==> src/rtl/mult_result_acc.sv <==
// mult_result_acc: aligns the multiplier-tree issue strobe with its pipeline
// latency, then accumulates COUNT results into a batch sum and maximum that is
// presented on a valid/ready port. The batch that completes while the previous
// one is still unaccepted is dropped, and the sticky overrun flag is set.
module mult_result_acc #(
  parameter int unsigned LAT   = 2,
  parameter int unsigned COUNT = 8,
  parameter int unsigned DW    = 8,
  localparam int unsigned SW   = DW + $clog2(COUNT)
) (
  input  logic          clk,
  input  logic          rst_n,
  input  logic          i_valid,
  input  logic [DW-1:0] i_result,
  input  logic          i_clr,
  output logic          o_valid,
  input  logic          i_ready,
  output logic [SW-1:0] o_sum,
  output logic [DW-1:0] o_max,
  output logic          o_overrun
);

  localparam int unsigned CW = $clog2(COUNT);
  localparam logic [CW-1:0] LAST_CNT = CW'(COUNT - 1);

  logic [LAT-1:0] vline_q, vline_d;
  logic [SW-1:0]  acc_q, acc_d;
  logic [DW-1:0]  max_q, max_d;
  logic [CW-1:0]  cnt_q, cnt_d;
  logic           valid_q, valid_d;
  logic [SW-1:0]  sum_q, sum_d;
  logic [DW-1:0]  omax_q, omax_d;
  logic           ovr_q, ovr_d;

  logic           av_c;
  logic           last_c;
  logic           load_c;
  logic [SW-1:0]  acc_nx_c;
  logic [DW-1:0]  max_nx_c;

  // Aligned strobe and the running sum/max including the current result
  always_comb begin
    av_c     = vline_q[LAT-1];
    last_c   = av_c && (cnt_q == LAST_CNT);
    load_c   = last_c && (!valid_q || i_ready);
    acc_nx_c = acc_q + SW'(i_result);
    max_nx_c = (i_result > max_q) ? i_result : max_q;
  end

  // Next-state: batch accumulation, output load/accept/drop, clear priority
  always_comb begin
    vline_d = (vline_q << 1) | LAT'(i_valid);
    acc_d   = acc_q;
    max_d   = max_q;
    cnt_d   = cnt_q;
    valid_d = valid_q;
    sum_d   = sum_q;
    omax_d  = omax_q;
    ovr_d   = ovr_q;

    if (av_c) begin
      if (last_c) begin
        acc_d = '0;
        max_d = '0;
        cnt_d = '0;
      end else begin
        acc_d = acc_nx_c;
        max_d = max_nx_c;
        cnt_d = cnt_q + CW'(1);
      end
    end

    if (load_c) begin
      valid_d = 1'b1;
      sum_d   = acc_nx_c;
      omax_d  = max_nx_c;
    end else if (last_c) begin
      // Output still held by the consumer: discard the new batch
      ovr_d = 1'b1;
    end else if (valid_q && i_ready) begin
      valid_d = 1'b0;
    end

    if (i_clr) begin
      vline_d = '0;
      acc_d   = '0;
      max_d   = '0;
      cnt_d   = '0;
      valid_d = 1'b0;
      sum_d   = '0;
      omax_d  = '0;
      ovr_d   = 1'b0;
    end
  end

  // State registers
  always_ff @(posedge clk or negedge rst_n) begin
    if (!rst_n) begin
      vline_q <= '0;
      acc_q   <= '0;
      max_q   <= '0;
      cnt_q   <= '0;
      valid_q <= 1'b0;
      sum_q   <= '0;
      omax_q  <= '0;
      ovr_q   <= 1'b0;
    end else begin
      vline_q <= vline_d;
      acc_q   <= acc_d;
      max_q   <= max_d;
      cnt_q   <= cnt_d;
      valid_q <= valid_d;
      sum_q   <= sum_d;
      omax_q  <= omax_d;
      ovr_q   <= ovr_d;
    end
  end

  assign o_valid   = valid_q;
  assign o_sum     = sum_q;
  assign o_max     = omax_q;
  assign o_overrun = ovr_q;

endmodule

==> config.mk <==
export PLATFORM = sky130hd
export DESIGN_NAME = mult_result_acc
export DESIGN_NICKNAME = d
export VERILOG_FILES = /design/src/rtl/mult_result_acc.sv
export SDC_FILE = /design/constraint.sdc
export NUM_CORES = 1
export LEC_CHECK = 0
export ABC_AREA = 1
export CAP_MARGIN = 20
export CORE_UTILIZATION = 25
export DETAILED_ROUTE_END_ITERATION = 10
export SYNTH_ARGS = -nofsm -noshare
export SYNTH_HDL_FRONTEND = slang
export SYNTH_SLANG_ARGS = --single-unit
==> constraint.sdc <==
create_clock -name clk -period 1.7 [get_ports clk]
set_input_delay 0.17 -clock clk [delete_from_list [all_inputs] [get_ports clk]]
set_output_delay 0.17 -clock clk [all_outputs]
set_load 0.05 [all_outputs]
==> flow_summary.yaml, run 1 <==
run_status:
  status: "finished with violations"
  violations: "negative setup slack"
routing:
  drtAntennaViolNets: 0
  dr.first_iter.drc_count: 57
  drt-total-wl_mm: 6.45
  drtPass1Iterations: 4
  avgRoutedWirePerCell_um: 12.5
  vias: 2281
  viasPerCell: 4.41
  detail_route.drc_violations: 0
power_and_ir_drop:
  pwr-share-seq_pct: 49.4
  max-vdd-ir-drop_mv: 0.319
  swShare_pct: 28.2
  p_sw_uw: 631
  clockPowerShare_pct: 30.2
  power_frac_comb_pct: 20.4
  power_density_nw_per_um2: 638
  p_leak_uw: 0.00190
  p_int_uw: 1600
final_layout:
  fin_cells: 517
  diodes: 0
  area_delta_synth_final_pct: 33.5
  design_area_um2: 3500
  drive_gt1_share_pct: 28.6
  layout.nets: 413
place:
  gp_congestion: 0.820
  placed_area_um2: 3200
  hpwl_mm: 4.48
  placedCellCount: 501
  port_buffers: 33
  post-place-ws_ns: -0.303
synth:
  synth_cells: 318
  synthesis.area_um2: 2620
  synth_cell_types: 28
  seq_area_frac_synth_pct: 42.9
  synth_async_sr_flop_share_pct: 100
  synth_commonest_cells: "nand2_1, dfrtp_1, nand3_1, inv_1, ha_1"
  yosysTopAreaCellShare_pct: 42.9
  yosysTopAreaCell: "dfrtp_1"
  ys.flop_type: "dfrtp_1"
  yosysWarnings: 0
  syn_nets: 350
  synthTopCellsByArea: "dfrtp_1, nand2_1, ha_1"
  synth_edf_count: 0
  synth.most_common_cell: "nand2_1"
  syn_area_per_cell_um2: 8.25
  yosys_register_bits: 45
timing:
  max_slew_margin_pct: 67.7
  layout_setup_ws_ns: -0.00342
  hold_ws_ns: 0.365
  clock-skew-final_ns: 0.0111
  fin_crit_sh_pct: 100
  slew_violations: 0
  hold_viol: 0
  setup_violations: 1
  final.min_clock_period_ns: 1.70
  rsz0062_at_grt: "yes"
  timing.fmax_mhz: 587
  worst_pin_slew_ns: 0.485
  finalSetupTns_ns: -0.00342
clocking:
  cts-root-buf: "clkbuf_8"
  clk_pin_slew_ns: 0.09
  cts_made_buffers: 5
  cts_sinks: 45
  ctsLongestPathBuffers: 2
  h-tree-depth: 2
  clk_latency_ns: 0.30
  cts_tree: "yes"
flow_run:
  max_cap_violations: 0
critical_path:
  path_class: "flip-flop to flip-flop"
  worst_setup_path_start_kind: "flip-flop"
  endpoint_kind: "flip-flop"
  crit_fanout: 5
  cp.arrival_ns: 1.95
  crit_required_ns: 1.94
grt:
  grt_max_degree: 28
  grt_usage_pct: 11.8
  antenna_found_initial: 0
  grt_first_pass_wirelength_mm: 10.4
  grt_pass1_vias: 2245
  grt-ovfl-total: 0
die:
  core_area_um2: 10200
  die_x_um: 104
  ios: 34
  dieHeight_um: 104
  start_util_pct: 25.6
  die_area_um2: 10900
  rows: 37
hold_path:
  hold_path_class: "input pin to async pin"
-- registers in the layout (all words and copies together), names as in the netlist --
name / flops
acc_q: 11
cnt_q: 3
max_q: 8
o_max: 8
o_overrun: 1
o_sum: 11
o_valid: 1
vline_q: 2
-- routing by layer --
layer  vias to the layer above  track usage, %  share of wire, %
met5                         -               0                 0
met4                         0            3.67              0.93
met3                         6            2.32               3.4
met2                        36            21.1                50
met1                      1097            14.2                46
li1                       1142               -                 -
-- logic make-up after synthesis --
kind of cell	Yosys count	share of synthesized area [%]
AND/OR/NAND/NOR	176	32.5
buffers and inverters	47	8.21
flip-flops	45	42.9
AO/OA/AOI/OAI	27	5.63
adder cells (fa/ha/maj)	19	9.35
XOR/XNOR	4	1.34
-- final cells by class --
type	count	area, um^2
clock buffer	7	86.3
multi-input combinational	227	1410
inverter	41	159
fill	1034	6730
timing repair buffer	61	551
tap	136	170
sequential	45	1130
-- final timing paths --
kind,from,endpoint,slack (ns),cells past startpoint
max reg2reg,max_q[5],max_q[3],-0.003,10
min in group clk,i_valid,vline_q[0],0.38,3
min,rst_n,max_q[3],0.37,2
min reg2reg,vline_q[0],vline_q[1],0.47,2
max,max_q[5],max_q[3],-0.003,10
max in group asynchronous,rst_n,acc_q[9],0.81,3
-- repair_timing --
item	4_1_cts	5_1_grt
setup endpoints to repair	4	30
hold buffers	1	0
cloned	0	1
hold endpoints to repair	18	0
buffers inserted	0	7
gates resized for setup	2	34
pin swaps	0	11
-- stage by stage --
step                util [%]  total power, uW
floorplan                  -             1350
global placement        31.2             1500
detailed placement      31.2             1510
CTS                     32.2             2200
global route            34.2             2360
finish                  34.2             2230
-- worst max-delay path, cell delays in order, from the launching register on --
cell,delay (ns)
dfrtp_1,0.40
inv_2,0.10
ha_4,0.21
a21oi_2,0.14
nor2_1,0.06
nor2_2,0.24
nand2_8,0.11
buf_4,0.15
nand3_2,0.08
nand3_1,0.11
nand2_1,0.07
-- power by group through the flow --
stage	Combinational (uW)	Clock, uW	Sequential (uW)
CTS	390	710	1100
global placement	377	0	1120
detailed placement	385	0	1120
finish	455	675	1100
floorplan	234	0	1120
global route	501	755	1110
-- cells in the final DEF, fill, tap and decap left out, types with 2 or more instances in the layout --
cell,instances
buf_4,42
a21o_1,2
nand2_8,2
nand3_1,32
nand2_4,5
buf_6,2
nor2_1,7
o21ai_0,11
nand2_1,98
nand2_2,12
ha_4,2
clkbuf_8,6
a21oi_1,8
clkdlybuf4s50_1,8
xnor2_1,4
inv_2,8
dfrtp_1,45
nor2_4,4
ha_1,15
dlymetal6s2s_1,3
nand3_2,13
buf_12,4
inv_1,32
a21oi_2,3
No activity file was read; power rests on OpenSTA's default activity.
==> inputs of run 2 (changes only) <==
==> constraint.sdc (replaced) <==
create_clock -name clk -period 1.89 [get_ports clk]
set_input_delay 0.189 -clock clk [delete_from_list [all_inputs] [get_ports clk]]
set_output_delay 0.189 -clock clk [all_outputs]
set_load 0.05 [all_outputs]
==> run 2 against run 1 <==
Net effect: sequential power shrank 9.8%; non-clock buffer count fell by 11; die area stayed put; highest routed layer unchanged; combinational power down 27%; global-route usage down 0.21 points; the flow now finishes without violations; largest power group unchanged; register-to-register slack gained 0.19 ns; total power decreased by 11%; first-iteration DRC count is 32% higher; sequential share of layout area is 1.9 points higher; design area decreased by 5.5%.
==> flow_summary.yaml, run 2 (same netlist as run 1, synthesis figures left out) <==
hold_path:
  hold_path_class: "input pin to flip-flop"
  hp-start: "i_valid"
  whs_path_depth: 3
  min_to: "vline_q[0]"
routing:
  detail_route.drc_violations: 0
  viasPerCell: 4.28
  vias: 2166
  drtPass1Iterations: 4
  drt-total-wl_mm: 5.92
  avgRoutedWirePerCell_um: 11.7
  dr.first_iter.drc_count: 75
  drtAntennaViolNets: 0
die:
  ios: 34
  start_util_pct: 25.6
  dieHeight_um: 104
  die_x_um: 104
  die_area_um2: 10900
  core_area_um2: 10200
  rows: 37
clocking:
  h-tree-depth: 2
  clk_pin_slew_ns: 0.09
  cts_sinks: 45
  cts_made_buffers: 5
  ctsLongestPathBuffers: 2
  clk_latency_ns: 0.30
  post_cts_buffers: 0
  cts_tree: "yes"
  cts-root-buf: "clkbuf_8"
critical_path:
  r2r_end: "acc_q[10]"
  crit_fanout: 3
  cp.arrival_ns: 1.90
  path_class: "flip-flop to flip-flop"
  regToRegSetupSlack_ns: 0.18
  r2r_cells: 10
  worst_setup_path_start_kind: "flip-flop"
  r2r_start: "acc_q[0]"
  crit_required_ns: 2.09
  endpoint_kind: "flip-flop"
place:
  placedCellCount: 497
  hpwl_mm: 4.50
  port_buffers: 33
  gp_congestion: 0.839
  placed_area_um2: 3190
  post-place-ws_ns: -0.155
timing:
  hold_viol: 0
  fin_crit_sh_pct: 90.2
  hold_ws_ns: 0.386
  timing.fmax_mhz: 586
  rsz0062_at_grt: "no"
  worst_pin_slew_ns: 0.587
  slew_violations: 0
  final.min_clock_period_ns: 1.71
  layout_setup_ws_ns: 0.185
  max_slew_margin_pct: 60.9
  setup_violations: 0
  clock-skew-final_ns: 0.00971
run_status:
  status: "complete, no violations"
grt:
  antenna_found_initial: 0
  grt_first_pass_wirelength_mm: 10.0
  grt_max_degree: 24
  grt_pass1_vias: 2125
  grt_usage_pct: 11.6
  grt-ovfl-total: 0
final_layout:
  design_area_um2: 3310
  mostFrequentLayoutCells: "nand2_1, dfrtp_1, nand3_1, inv_1, clkdlybuf4s50_1"
  final_common_cell: "nand2_1"
  drive_gt1_share_pct: 13.8
  layout.nets: 401
  area_delta_synth_final_pct: 26.1
  diodes: 0
  fin_cells: 506
  fillers: 1091
flow_run:
  max_cap_violations: 0
power_and_ir_drop:
  power_uw: 1990
  p_leak_uw: 0.00174
  power_density_nw_per_um2: 602
  max-vdd-ir-drop_mv: 0.236
## run 2: changes by cell type in the layout (fill, tap and decap cells not counted), sizes merged
| cell | change |
|---|---|
| nand2 | -1 |
| dlymetal6s2s | -3 |
| clkinv | +1 |
| clkdlybuf4s50 | +24 |
| buf | -32 |
## run 2: where the power goes
part / switching [uW] / leakage [uW] / internal, uW / total [uW]
Combinational: 202 / 0.00106 / 129 / 331
Sequential: 11.8 / 0.000623 / 980 / 992
Clock: 337 / 0.0000542 / 331 / 668
Total: 550 / 0.00174 / 1440 / 1990
## run 2: how the worst max path moves through the flow
stage | start | to | slack, ns
after detailed placement | i_result[0] | acc_q[10] | -0.15
after global placement | i_result[0] | o_sum[10] | -0.1
final | acc_q[0] | acc_q[10] | 0.18
after global routing | acc_q[0] | o_sum[10] | 0.0004
after floorplan | acc_q[0] | o_sum[10] | 0.26
after CTS | acc_q[0] | acc_q[10] | 0.13
## run 2: what timing repair did
| item | in CTS | in global routing |
|---|---|---|
| hold endpoints to repair | 22 | 0 |
| resized for setup | 0 | 1 |
| endpoints found under the setup margin | 0 | 2 |
| hold buffers | 1 | 0 |
## run 2: through the flow
stage / utilization [%] / setup TNS (ns)
after floorplan: - / 0
after global placement: 31.2 / -0.931
after detailed placement: 31.2 / -1.87
after CTS: 32.3 / 0
after global routing: 32.3 / 0
final: 32.3 / 0
## run 2: cell type report
class	count	area (um^2)	area share, %
Multi-Input combinational cell	226	1280	38.8
Sequential cell	45	1130	34.0
Timing Repair Buffer	50	468	14.1
Tap cell	136	170	5.14
Inverter	41	159	4.80
Clock buffer	7	96.3	2.91
Clock inverter	1	5.00	0.151
## run 2: worst max-delay path, cell delays in order, from the launching register on
cell and delay [ns]:
dfrtp_1 0.39, ha_1 0.21, fa_2 0.36, nand3_1 0.09, nand2_1 0.11, nand3_1 0.11
nand2_1 0.10, nand2_1 0.07, nand2_1 0.06, nand3_1 0.06, nand2_1 0.05
## run 2: routing by layer
metal	vias up	part of all wire, %	global-route usage, %	wire (um)
li1	1116	-	-	-
met3	5	3.1	2.38	181
met2	29	48	19.6	2840
met1	1016	48	14.6	2830
met4	0	1.1	4.29	63
met5	-	0	0	0
==> inputs of run 3 (changes only) <==
--- a/config.mk
+++ b/config.mk
@@ -7,8 +7,10 @@
 export LEC_CHECK = 0
 export ABC_AREA = 1
 export CAP_MARGIN = 20
+export CORE_MARGIN = 1.5
 export CORE_UTILIZATION = 25
 export DETAILED_ROUTE_END_ITERATION = 10
+export SETUP_SLACK_MARGIN = 0.15
 export SYNTH_ARGS = -nofsm -noshare
 export SYNTH_HDL_FRONTEND = slang
 export SYNTH_SLANG_ARGS = --single-unit
==> run 3 against run 2 <==
Net effect: critical path depth down 9; design area up 2.0%; setup slack better by 0.021 ns; sequential share of layout area down 0.66 points; register-to-register slack better by 0.09 ns; total power down 2.7%; combinational power up 6.6%; via count down 0.51%; core utilization up 0.64 points; die area up 1.9%; non-clock buffer count up 1; sequential power about the same.
==> flow_summary.yaml, run 3 (same netlist as run 1, synthesis figures left out) <==
run_status:
  status: "complete, no violations"
hold_path:
  min_to: "o_max[3]"
  hold_path_class: "input pin to flip-flop"
  whs_path_depth: 5
  hp-start: "i_result[3]"
power_and_ir_drop:
  power_uw: 1940
  power_frac_comb_pct: 18.2
  max-vdd-ir-drop_mv: 0.236
  swShare_pct: 28.8
  power_density_nw_per_um2: 574
  p_sw_uw: 557
  pwr-share-seq_pct: 51.3
  p_leak_uw: 0.00175
  p_int_uw: 1380
  clockPowerShare_pct: 30.5
die:
  rows: 37
  die_x_um: 105
  dieHeight_um: 105
  start_util_pct: 25.6
  die_area_um2: 11100
  ios: 34
  core_area_um2: 10200
place:
  gp_congestion: 0.831
  port_buffers: 33
  placed_area_um2: 3200
  post-place-ws_ns: -0.153
  placedCellCount: 496
  hpwl_mm: 4.44
grt:
  grt_usage_pct: 11.6
  grt_max_degree: 24
  grt_pass1_vias: 2230
  grt_first_pass_wirelength_mm: 10.4
  grt-ovfl-total: 0
  antenna_found_initial: 0
timing:
  hold_viol: 0
  max_slew_margin_pct: 61.7
  hold_ws_ns: 0.387
  layout_setup_ws_ns: 0.206
  rsz0062_at_grt: "yes"
  fin_crit_sh_pct: 89.1
  timing.fmax_mhz: 594
  final.min_clock_period_ns: 1.68
  setup_violations: 0
  slew_violations: 0
  clock-skew-final_ns: 0.00541
  worst_pin_slew_ns: 0.575
critical_path:
  cp.arrival_ns: 1.50
  path_class: "flip-flop to output pin"
  cp_top_family: "buffers and inverters"
  r2r_end: "acc_q[10]"
  slowest_stage: "clkdlybuf4s50_1"
  r2r_start: "acc_q[0]"
  crit_path_cell_trace: "clkdlybuf4s50_1"
  regToRegSetupSlack_ns: 0.27
  crit_buf_inv: 1
  critPathMaxStageDelay_ns: 0.81
  r2r_cells: 10
  worst_setup_path_start_kind: "flip-flop"
  endpoint_kind: "output pin"
  crit_fanout: 2
  crit_required_ns: 1.70
clocking:
  cts_made_buffers: 5
  h-tree-depth: 2
  cts-root-buf: "clkbuf_8"
  cts_tree: "yes"
  clk_latency_ns: 0.30
  cts_sinks: 45
  clk_pin_slew_ns: 0.09
  ctsLongestPathBuffers: 2
routing:
  vias: 2155
  drtAntennaViolNets: 0
  drtPass1Iterations: 4
  detail_route.drc_violations: 0
  viasPerCell: 4.24
  dr.first_iter.drc_count: 55
  drt-total-wl_mm: 5.95
  avgRoutedWirePerCell_um: 11.7
flow_run:
  max_cap_violations: 0
final_layout:
  layout.nets: 403
  area_delta_synth_final_pct: 28.6
  final_common_cell: "nand2_1"
  drive_gt1_share_pct: 18.3
  fin_cells: 508
  design_area_um2: 3370
  mostFrequentLayoutCells: "nand2_1, dfrtp_1, nand3_1, inv_1, clkdlybuf4s50_1"
  diodes: 0
## run 3: area by class of cell
class | instances | area (um^2)
flip-flops and latches | 45 | 1130
fillers | 1075 | 6860
repair buffers | 51 | 490
clock buffers | 6 | 72.6
well taps | 136 | 170
multi-input cells | 227 | 1350
clock inverters | 2 | 10.0
inverters | 41 | 159
## run 3: tightest hold or removal path: stages
cell	delay [ns]
dlymetal6s2s_1	0.17
inv_1	0.07
nand3_1	0.10
nand3_2	0.09
nand2_1	0.04
## run 3: layer usage
layer  vias up  part of all wire [%]  routed length (um)  track usage, %
met5         -                     0                   0               0
met4         0                   1.1                  65            3.52
met3         5                   2.8                 167            2.35
met2        25                    49                2920            20.1
met1      1004                    47                2800            14.6
li1       1121                     -                   -               -
## run 3: timing repair
item	in CTS	in global routing
pin swaps	0	3
hold buffers	1	0
buffers inserted	0	2
hold endpoints to repair	22	0
gates cloned	0	1
setup endpoints to repair	3	25
resized for setup	1	17
## run 3: metrics by stage
step / TNS, ns / utilization [%]
floorplan: 0 / -
global placement: -1.04 / 31.3
detailed placement: -1.64 / 31.3
CTS: 0 / 32.2
global route: 0 / 33.0
finish: 0 / 33.0
## run 3: power by group through the flow
stage | clock [uW] | sequential [uW] | combinational (uW)
after detailed placement | 0 | 1010 | 332
after CTS | 619 | 992 | 335
after floorplan | 0 | 1010 | 210
final | 591 | 993 | 353
after global routing | 655 | 996 | 399
after global placement | 0 | 1010 | 327
## run 3: worst max-delay path by stage
stage,start,slack (ns),to,cells after the start
after CTS,acc_q[0],0.19,acc_q[10],10
after global routing,acc_q[0],0.14,acc_q[10],10
after global placement,i_result[0],-0.11,o_sum[10],11
final,o_overrun,0.21,o_overrun,1
after detailed placement,i_result[0],-0.15,acc_q[10],11
after floorplan,acc_q[0],0.26,o_sum[10],10
